**src/rtl/game_round_ctrl.sv**
```systemverilog
// Reaction-game round controller: seeds an external randomizer, lights one lamp, scores the player's flip.
// Hit/miss pulses 1 cycle after the deciding switch edge; waits indefinitely for rand_valid while rand_req is held.
module game_round_ctrl #(
  parameter int TIMEOUT  = 1000,
  parameter int ROUNDS   = 16,
  parameter int MAX_MISS = 3
) (
  input  logic       clk,
  input  logic       rst,
  input  logic       start,
  input  logic [7:0] switch,
  output logic       rand_req,
  output logic [8:0] seed,
  input  logic       rand_valid,
  input  logic [7:0] rand_value,
  output logic [7:0] light,
  output logic       hit,
  output logic       miss,
  output logic [7:0] score,
  output logic [7:0] misses,
  output logic [7:0] round,
  output logic       game_over
);

  localparam logic [2:0] S_IDLE      = 3'd0;
  localparam logic [2:0] S_SEED      = 3'd1;
  localparam logic [2:0] S_WAIT_RAND = 3'd2;
  localparam logic [2:0] S_ARMED     = 3'd3;
  localparam logic [2:0] S_RESULT    = 3'd4;
  localparam logic [2:0] S_OVER      = 3'd5;

  localparam logic [15:0] TIMER_LAST = 16'(TIMEOUT - 1);
  localparam logic [7:0]  ROUND_LIM  = 8'(ROUNDS);
  localparam logic [7:0]  MISS_LIM   = 8'(MAX_MISS);

  logic [2:0]  r_state;
  logic [2:0]  w_state_nxt;
  logic [8:0]  r_token;
  logic [7:0]  r_switch_mem;
  logic [8:0]  r_seed;
  logic        r_rand_req;
  logic [7:0]  r_light;
  logic [15:0] r_timer;
  logic        r_hit;
  logic        r_miss;
  logic [7:0]  r_score;
  logic [7:0]  r_misses;
  logic [7:0]  r_round;

  logic [7:0]  w_changed;
  logic        w_start_game;
  logic        w_accept;
  logic        w_armed;
  logic        w_sw_hit;
  logic        w_sw_miss;
  logic        w_timeout;
  logic        w_decide_miss;
  logic [7:0]  w_round_nxt;
  logic [7:0]  w_misses_nxt;
  logic [7:0]  w_score_nxt;
  logic        w_game_end;
  logic        w_unused_rand;

  assign w_changed     = r_switch_mem ^ switch;
  assign w_start_game  = start && ((r_state == S_IDLE) || (r_state == S_OVER));
  assign w_accept      = (r_state == S_WAIT_RAND) && r_rand_req && rand_valid;
  assign w_armed       = (r_state == S_ARMED);

  // Switch rule takes priority over timeout; any non-matching change (incl. multi-bit) is a miss.
  assign w_sw_hit      = w_armed && (w_changed == r_light);
  assign w_sw_miss     = w_armed && (w_changed != 8'd0) && (w_changed != r_light);
  assign w_timeout     = w_armed && (w_changed == 8'd0) && (r_timer == TIMER_LAST);
  assign w_decide_miss = w_sw_miss || w_timeout;

  // In RESULT, r_hit/r_miss record which counter this round advances.
  assign w_round_nxt   = r_round + 8'd1;
  assign w_score_nxt   = r_score + {7'd0, r_hit};
  assign w_misses_nxt  = r_misses + {7'd0, r_miss};
  assign w_game_end    = (w_round_nxt == ROUND_LIM) || (w_misses_nxt == MISS_LIM);

  assign w_unused_rand = ^rand_value[7:3];

  always_comb begin
    w_state_nxt = r_state;
    case (r_state)
      S_IDLE:      if (w_start_game) w_state_nxt = S_SEED;
      S_SEED:      w_state_nxt = S_WAIT_RAND;
      S_WAIT_RAND: if (w_accept) w_state_nxt = S_ARMED;
      S_ARMED:     if (w_sw_hit || w_decide_miss) w_state_nxt = S_RESULT;
      S_RESULT:    w_state_nxt = w_game_end ? S_OVER : S_SEED;
      S_OVER:      if (w_start_game) w_state_nxt = S_SEED;
      default:     w_state_nxt = S_IDLE;
    endcase
  end

  always_ff @(posedge clk) begin
    if (rst) begin
      r_state      <= S_IDLE;
      r_token      <= 9'd0;
      r_switch_mem <= 8'd0;
    end else begin
      r_state      <= w_state_nxt;
      r_token      <= r_token + 9'd1;
      r_switch_mem <= switch;
    end
  end

  always_ff @(posedge clk) begin
    if (rst) begin
      r_seed     <= 9'd0;
      r_rand_req <= 1'b0;
    end else if (r_state == S_SEED) begin
      r_seed     <= r_token;
      r_rand_req <= 1'b1;
    end else if (w_accept) begin
      r_rand_req <= 1'b0;
    end
  end

  always_ff @(posedge clk) begin
    if (rst) begin
      r_light <= 8'd0;
    end else if (w_accept) begin
      r_light <= 8'd1 << rand_value[2:0];
    end else if (r_state == S_RESULT) begin
      r_light <= 8'd0;
    end
  end

  // Timer counts only while staying in ARMED; it reads 0 on every other cycle.
  always_ff @(posedge clk) begin
    if (rst) begin
      r_timer <= 16'd0;
    end else if (w_armed && (w_state_nxt == S_ARMED)) begin
      r_timer <= r_timer + 16'd1;
    end else begin
      r_timer <= 16'd0;
    end
  end

  always_ff @(posedge clk) begin
    if (rst) begin
      r_hit  <= 1'b0;
      r_miss <= 1'b0;
    end else begin
      r_hit  <= w_sw_hit;
      r_miss <= w_decide_miss;
    end
  end

  always_ff @(posedge clk) begin
    if (rst) begin
      r_score  <= 8'd0;
      r_misses <= 8'd0;
      r_round  <= 8'd0;
    end else if (w_start_game) begin
      r_score  <= 8'd0;
      r_misses <= 8'd0;
      r_round  <= 8'd0;
    end else if (r_state == S_RESULT) begin
      r_score  <= w_score_nxt;
      r_misses <= w_misses_nxt;
      r_round  <= w_round_nxt;
    end
  end

  assign rand_req  = r_rand_req;
  assign seed      = r_seed;
  assign light     = r_light;
  assign hit       = r_hit;
  assign miss      = r_miss;
  assign score     = r_score;
  assign misses    = r_misses;
  assign round     = r_round;
  assign game_over = (r_state == S_OVER);

endmodule

```
**config.mk**
```make
export PLATFORM = sky130hd
export DESIGN_NAME = game_round_ctrl
export DESIGN_NICKNAME = d
export VERILOG_FILES = /design/src/rtl/game_round_ctrl.sv
export SDC_FILE = /design/constraint.sdc
export NUM_CORES = 1
export LEC_CHECK = 0
export CAP_MARGIN = 10
export CELL_PAD_IN_SITES_DETAIL_PLACEMENT = 1
export CELL_PAD_IN_SITES_GLOBAL_PLACEMENT = 1
export CORE_AREA = 8 8 101 103
export CTS_CLUSTER_DIAMETER = 50
export DETAILED_ROUTE_END_ITERATION = 10
export DIE_AREA = 0 0 109 111
export GPL_TIMING_DRIVEN = 0
export HOLD_SLACK_MARGIN = 0.02
export PLACE_DENSITY_LB_ADDON = 0.1
export RECOVER_POWER = 50
export SLEW_MARGIN = 10
export SYNTH_ARGS = -nofsm -noshare
export SYNTH_HDL_FRONTEND = slang
export SYNTH_SLANG_ARGS = --single-unit
```
**constraint.sdc**
```tcl
create_clock -name clk -period 3.4 [get_ports clk]
set_input_delay 0.68 -clock clk [delete_from_list [all_inputs] [get_ports clk]]
set_output_delay 0.68 -clock clk [all_outputs]
set_load 0.02 [all_outputs]
```
==> results of run 1 <==
path summary, 6_finish.rpt:
kind              cells past startpoint       start           to
setup / recovery                      8   switch[6]  r_timer[11]
hold / removal                        2     seed[8]      seed[8]
setup reg to reg                      7  r_state[2]   r_state[2]
hold reg to reg                       2     seed[8]      seed[8]
worst max-delay path, stage by stage:
cell and delay, ps:
clkdlybuf4s50_1 440, xnor2_1 240, nand4_1 180, or4_4 560
or4b_1 550, buf_6 160, buf_6 140, nor2_1 110
metrics by stage:
| stage | worst slack, ps | total power [mW] | cells | cell area (um^2) |
|---|---|---|---|---|
| 3_3_place_gp | 294.3 | 1.095 | 561 | 4268 |
| 4_1_cts | 614.5 | 1.755 | 577 | 4452 |
| 3_5_place_dp | 266.4 | 1.100 | 561 | 4268 |
| 5_1_grt | 493.1 | 1.808 | 577 | 4452 |
| 6_report | 618.5 | 1.738 | 577 | 4452 |
| 2_1_floorplan | 980.2 | 1.048 | 394 | 3542 |
cells by family (layout without fill, tap and decap cells):
group / after synthesis / count (layout)
simple gates: 188 / 188
flops: 80 / 80
xor+xnor: 58 / 58
compound gates: 40 / 40
buf+inv: 18 / 93
fa+ha+maj: 7 / 7
mux: 3 / 3
power groups by stage:
stage | Clock (mW) | Sequential (mW) | Combinational (mW)
after global routing | 0.719 | 0.964 | 0.126
after CTS | 0.677 | 0.961 | 0.117
final | 0.663 | 0.961 | 0.114
after global placement | 0 | 0.982 | 0.113
after floorplan | 0 | 0.983 | 0.0646
after detailed placement | 0 | 0.983 | 0.116
registers in the layout, summed over array words and instances, names as in the netlist, 3 cells and up:
| signal | cells |
|---|---|
| round | 8 |
| r_switch_mem | 8 |
| r_timer | 16 |
| misses | 8 |
| r_token | 9 |
| light | 8 |
| r_state | 3 |
| score | 8 |
| seed | 9 |
cells in the final DEF, fill, tap and decap left out, types with 9 or more instances in the layout:
cell / instances
a21oi_1: 20
clkbuf_1: 11
clkbuf_8: 9
clkdlybuf4s50_1: 30
dfxtp_1: 80
dlygate4sd3_1: 29
nand2_1: 48
nand3_1: 20
nand4_1: 9
nor2_1: 60
nor2b_1: 17
xnor2_1: 23
xor2_1: 29
layer usage:
metal	GRT usage [%]	vias to the layer above	wire length, um
met4	5.023	0	99
met5	0	-	0
li1	-	1467	-
met1	18.80	1387	4071
met3	2.733	10	333
met2	25.09	47	4274
area by class of cell:
class	count	area (um^2)
clock inverters	7	60.06
well taps	108	135.1
plain buffers	14	67.56
flip-flops and latches	80	1602
repair buffers	59	590.6
inverters	4	15.01
multi-input cells	296	1858
fillers	1004	4099
clock buffers	9	123.9
==> run metrics, run 1 <==
status=complete, no violations; Compound-Gate Fraction of Synth Area=under 10%; total die area=12,100 um^2; Nets=slightly below 500; CP Launch Type=primary input; cts hold-fix bufs=0; chip height=111 um; Worst-path clk slew=about 100 ps; Final Setup Violations=0; Warnings, synthesis=0; 1st-pass router iterations=4; GRT Total Usage=15.06%; Critical Path RT=between 3000 and 4000 ps; share of cells above drive strength 1=4.051%; main combinational cell family by area after synthesis=simple AND/OR/NAND/NOR gates; Worst EP arrival=3070 ps; Fin. Hold Viols=0; H-tree depth=3; Final Util=between 50 and 60%; clock buffer count from CTS=9; Boundary Pins=65; CTS Sinks=80; largest net degree at the start of global routing=17; Avg Inst Size Synth=8.990 um^2; initial antenna violation count=0; core area=approximately 8600 um^2; post-layout min period=2781 ps; Combinational Power Share=6.5%; detailed placer's ending HPWL=6765 um; R2R Setup Slk=890 ps; Netlist cell types=38; hold_ws=456.7 ps; Starting Density=41.43%; Slew HR=58.86%; maximum fanout along the worst path=10; Via Count=2,911; Routed WL per cell=roughly 15 um; CTS root buf=clkbuf_8; Resized cells post-CTS=0; worst-skew pair later-pin latency=360 ps; vias per cell=5.045; number of synthesized flops with an enable pin=0; Clk pwr share=38.1%; CP Capture Type=register; DRC viols=0; Setup Skew=13.16 ps; TritonCTS clock tree=yes; 1st-iter DRT viols=72; P_int=~1.3 mW; sequential-to-total area share from yosys stat=45.21%; setup_tns=0 ps; Post-CTS Setup Inserts=0; Antenna Cells=0; Yosys top cell area share=~45%; RSZ-0062 raised after global routing=false; CTS Buffer Depth=2; leakage=around 1.7 nW; top cells by area, synth=dfxtp_1 45%, xor2_1 7.2%, nor2_1 6.4%, xnor2_1 5.7%, nand2_1 5.1%; worst-margin pin slew=~600 ps; Synth Register Bits=80; ys flop type=dfxtp_1; Port Buffers=59; mux contribution to synthesized area=0.8478%; vias in the first global route=3,074; Reg power frac=between 50% and 60%; worst vdd ir=between 150 and 200 uV; Gate Count Post-Synth=394; Final Slew Violations=0; list of most frequent post-synthesis cells=80 x dfxtp_1, 60 x nor2_1, 48 x nand2_1; fmax=359.5 MHz; Mapped Nets=421; XOR/XNOR share of the synthesized area=16.67%; Synth Area in Simple Gates=between 20 and 30%; row count=34; gp weighted congestion=0.7538; grt ovf=0; area of the mapped netlist=3542 um^2; Synth Area in Adders=2.473%; Yosys top cell by area=dfxtp_1; Sw Share=a little over a quarter; Die X=around 110 um; Final ANT Viol Nets=0; Psw=0.4590 mW; pwr/cell area=390.4 nW/um^2; share of synthesized registers carrying an async set or reset=0%; fin crit share=81.81%; wirelength, routed=8778 um; critical path class=primary input to register; cell with the most instances after synthesis=dfxtp_1; area growth from synthesis to layout=25.68%; worst hold-check path type=register to register; global-route wire length before repair=14,830 um; Max Cap Viol=0
No activity file was read; power rests on OpenSTA's default activity.
==> run 2: changes to the inputs <==
CORE_AREA = 8 8 110 112   (was 8 8 101 103)
DIE_AREA = 0 0 118 120   (was 0 0 109 111)
clock period = 2.3 ns   (was 3.4 ns; I/O delays follow)
==> run metrics, run 2 (same netlist as run 1, synthesis figures left out) <==
Slew HR=62.36% (was 58.86%); kind of cell adding the most delay to the critical path=simple AND/OR/NAND/NOR gates (unchanged); Routed WL per cell=14.36 um (was 15.21 um); initial antenna violation count=0 (unchanged); 1st-pass router iterations=4 (unchanged); grt ovf=0 (unchanged); chip height=120 um (was 111 um); CP Capture Type=register (unchanged); Via Count=2,899 (was 2,911); critical path's slowest cell=or4b_4 (was or4_4); Setup Skew=11.02 ps (was 13.16 ps); Final Setup Violations=0 (unchanged); status=complete, no violations (unchanged); vias in the first global route=3,079 (was 3,074); fmax=about 440 MHz; maximum fanout along the worst path=10 (unchanged); Starting Density=33.71% (was 41.43%); worst-margin pin slew=563.4 ps (was 601.5 ps); Final ANT Viol Nets=0 (unchanged); Most flops, register=r_timer (unchanged); crit path buf inv count=3 (unchanged); GRT Total Usage=12.86% (was 15.06%); Die X=118 um (was 109 um); CTS root buf=clkbuf_8 (unchanged); area of the multi-input gates=1882 um^2 (was 1858 um^2); critical path class=primary input to register (unchanged); CTS Buffer Depth=2 (unchanged); layout filler cell count=1,219 (was 1,004); Critical Path RT=2590 ps (was 3690 ps); TritonCTS clock tree=yes (unchanged); DRC viols=0 (unchanged); row count=38 (was 34); fin crit share=97.93%; largest net degree at the start of global routing=16 (was 17); post-layout min period=around 2300 ps; Worst path most repeated cell=buf_6 (unchanged); CP Launch Type=primary input (unchanged); Port Buffers=59 (unchanged); cts hold-fix bufs=0 (unchanged); non-filler cells, final=608 (was 577); commonest non-fill, non-tap cells in the layout=80 x dfxtp_1, 60 x nor2_1, 48 x nand2_1 (unchanged); share of cells above drive strength 1=5.342% (was 4.051%); register area=1602 um^2 (unchanged); total die area=14,160 um^2 (was 12,100 um^2); worst-skew pair later-pin latency=360 ps (about the same); hold_ws=458.7 ps (was 456.7 ps); Final Slew Violations=0 (unchanged); Boundary Pins=65 (unchanged); Worst-path clk slew=90 ps (was 100 ps); global-route wire length before repair=14,850 um (was 14,830 um); worst vdd ir=295.7 uV (was 197.0 uV); Worst EP arrival=2540 ps (was 3070 ps); pre-CTS setup slack=-626.6 ps (was 266.4 ps); RSZ-0062 raised after global routing=false (unchanged); Fin. Hold Viols=0 (unchanged); worst hold-check path type=register to register (unchanged); Antenna Cells=0 (unchanged); Nets=490 (was 491); Max Cap Viol=0 (unchanged); H-tree depth=3 (unchanged); dpl cells=593 (was 561); detailed placer's ending HPWL=6612 um (was 6765 um); vias per cell=4.768 (was 5.045); 1st-iter DRT viols=54 (was 72); area growth from synthesis to layout=27.69% (was 25.68%); pwr/cell area=588.6 nW/um^2 (was 390.4 nW/um^2); clock buffer count from CTS=9 (unchanged); wirelength, routed=8732 um (was 8778 um); max reg flops=16 (unchanged); core area=10,510 um^2 (was 8551 um^2); commonest non-fill, non-tap cell in the layout=dfxtp_1 (unchanged); Worst path max stage delay=540 ps (was 560 ps); leakage=1.736 nW (was 1.692 nW); gp weighted congestion=0.7293 (was 0.7538); CTS Sinks=80 (unchanged); critical-path cell list=dlygate4sd2_1 > xnor2_1 > nand4_1 > or4_4 > or4b_4 > buf_6 > buf_6 > nor2_1 (was clkdlybuf4s50_1 > xnor2_1 > nand4_1 > or4_4 > or4b_1 > buf_6 > buf_6 > nor2_1); final worst setup slack=47.59 ps (was 618.5 ps)
==> run 2: cell type report <==
type / count / share of cell area (%)
Timing Repair Buffer: 59 / 12.81
Tap cell: 140 / 3.873
Buffer: 13 / 1.466
Multi-Input combinational cell: 296 / 41.60
Inverter: 4 / 0.3320
Clock inverter: 7 / 1.770
Sequential cell: 80 / 35.41
Clock buffer: 9 / 2.739
==> run 2: tightest hold or removal path, stage by stage, from the launching register on <==
cell and delay [ps]:
dfxtp_1 310, nand2_1 50, a21oi_1 60
==> run 2: through the flow <==
step / power (mW) / TNS (ps) / area [um^2] / util, %
final: 2.662 / 0 / 4523 / 43.05
after global routing: 2.792 / 0 / 4523 / 43.05
after CTS: 2.714 / 0 / 4518 / 43.00
after detailed placement: 1.625 / -13580 / 4308 / 41.00
after global placement: 1.621 / -12730 / 4308 / 41.00
after floorplan: 1.549 / 0 / 3542 / -
==> run 2: repair_timing <==
action	4_1_cts	5_1_grt
endpoints found under the setup margin	23	3
gates cloned	0	0
pin swaps	3	0
buffers inserted	0	0
gates resized for setup	14	1
==> run 2: path summary, 6_finish.rpt <==
path | startpoint | endpoint | slack (ps) | depth (start not counted)
worst max-delay path | switch[0] | r_timer[12] | 50 | 8
worst max register to register | r_switch_mem[5] | r_timer[12] | 110 | 7
worst min-delay path | seed[5] | seed[5] | 460 | 2
worst min register to register | seed[5] | seed[5] | 460 | 2
==> run 2: routing by layer <==
layer,vias to the layer above,share of wire (%),GRT usage [%]
li1,1467,-,-
met1,1381,46,15.08
met2,38,48,21.47
met3,13,4.2,3.429
met4,0,1.8,6.325
met5,-,0,0
==> run 2: report_power, final <==
part	switching, mW	internal, mW	leakage [nW]	total (mW)
registers	0.0186	1.40	0.648	1.42
logic	0.0914	0.0745	0.987	0.166
clock network	0.560	0.515	0.102	1.08
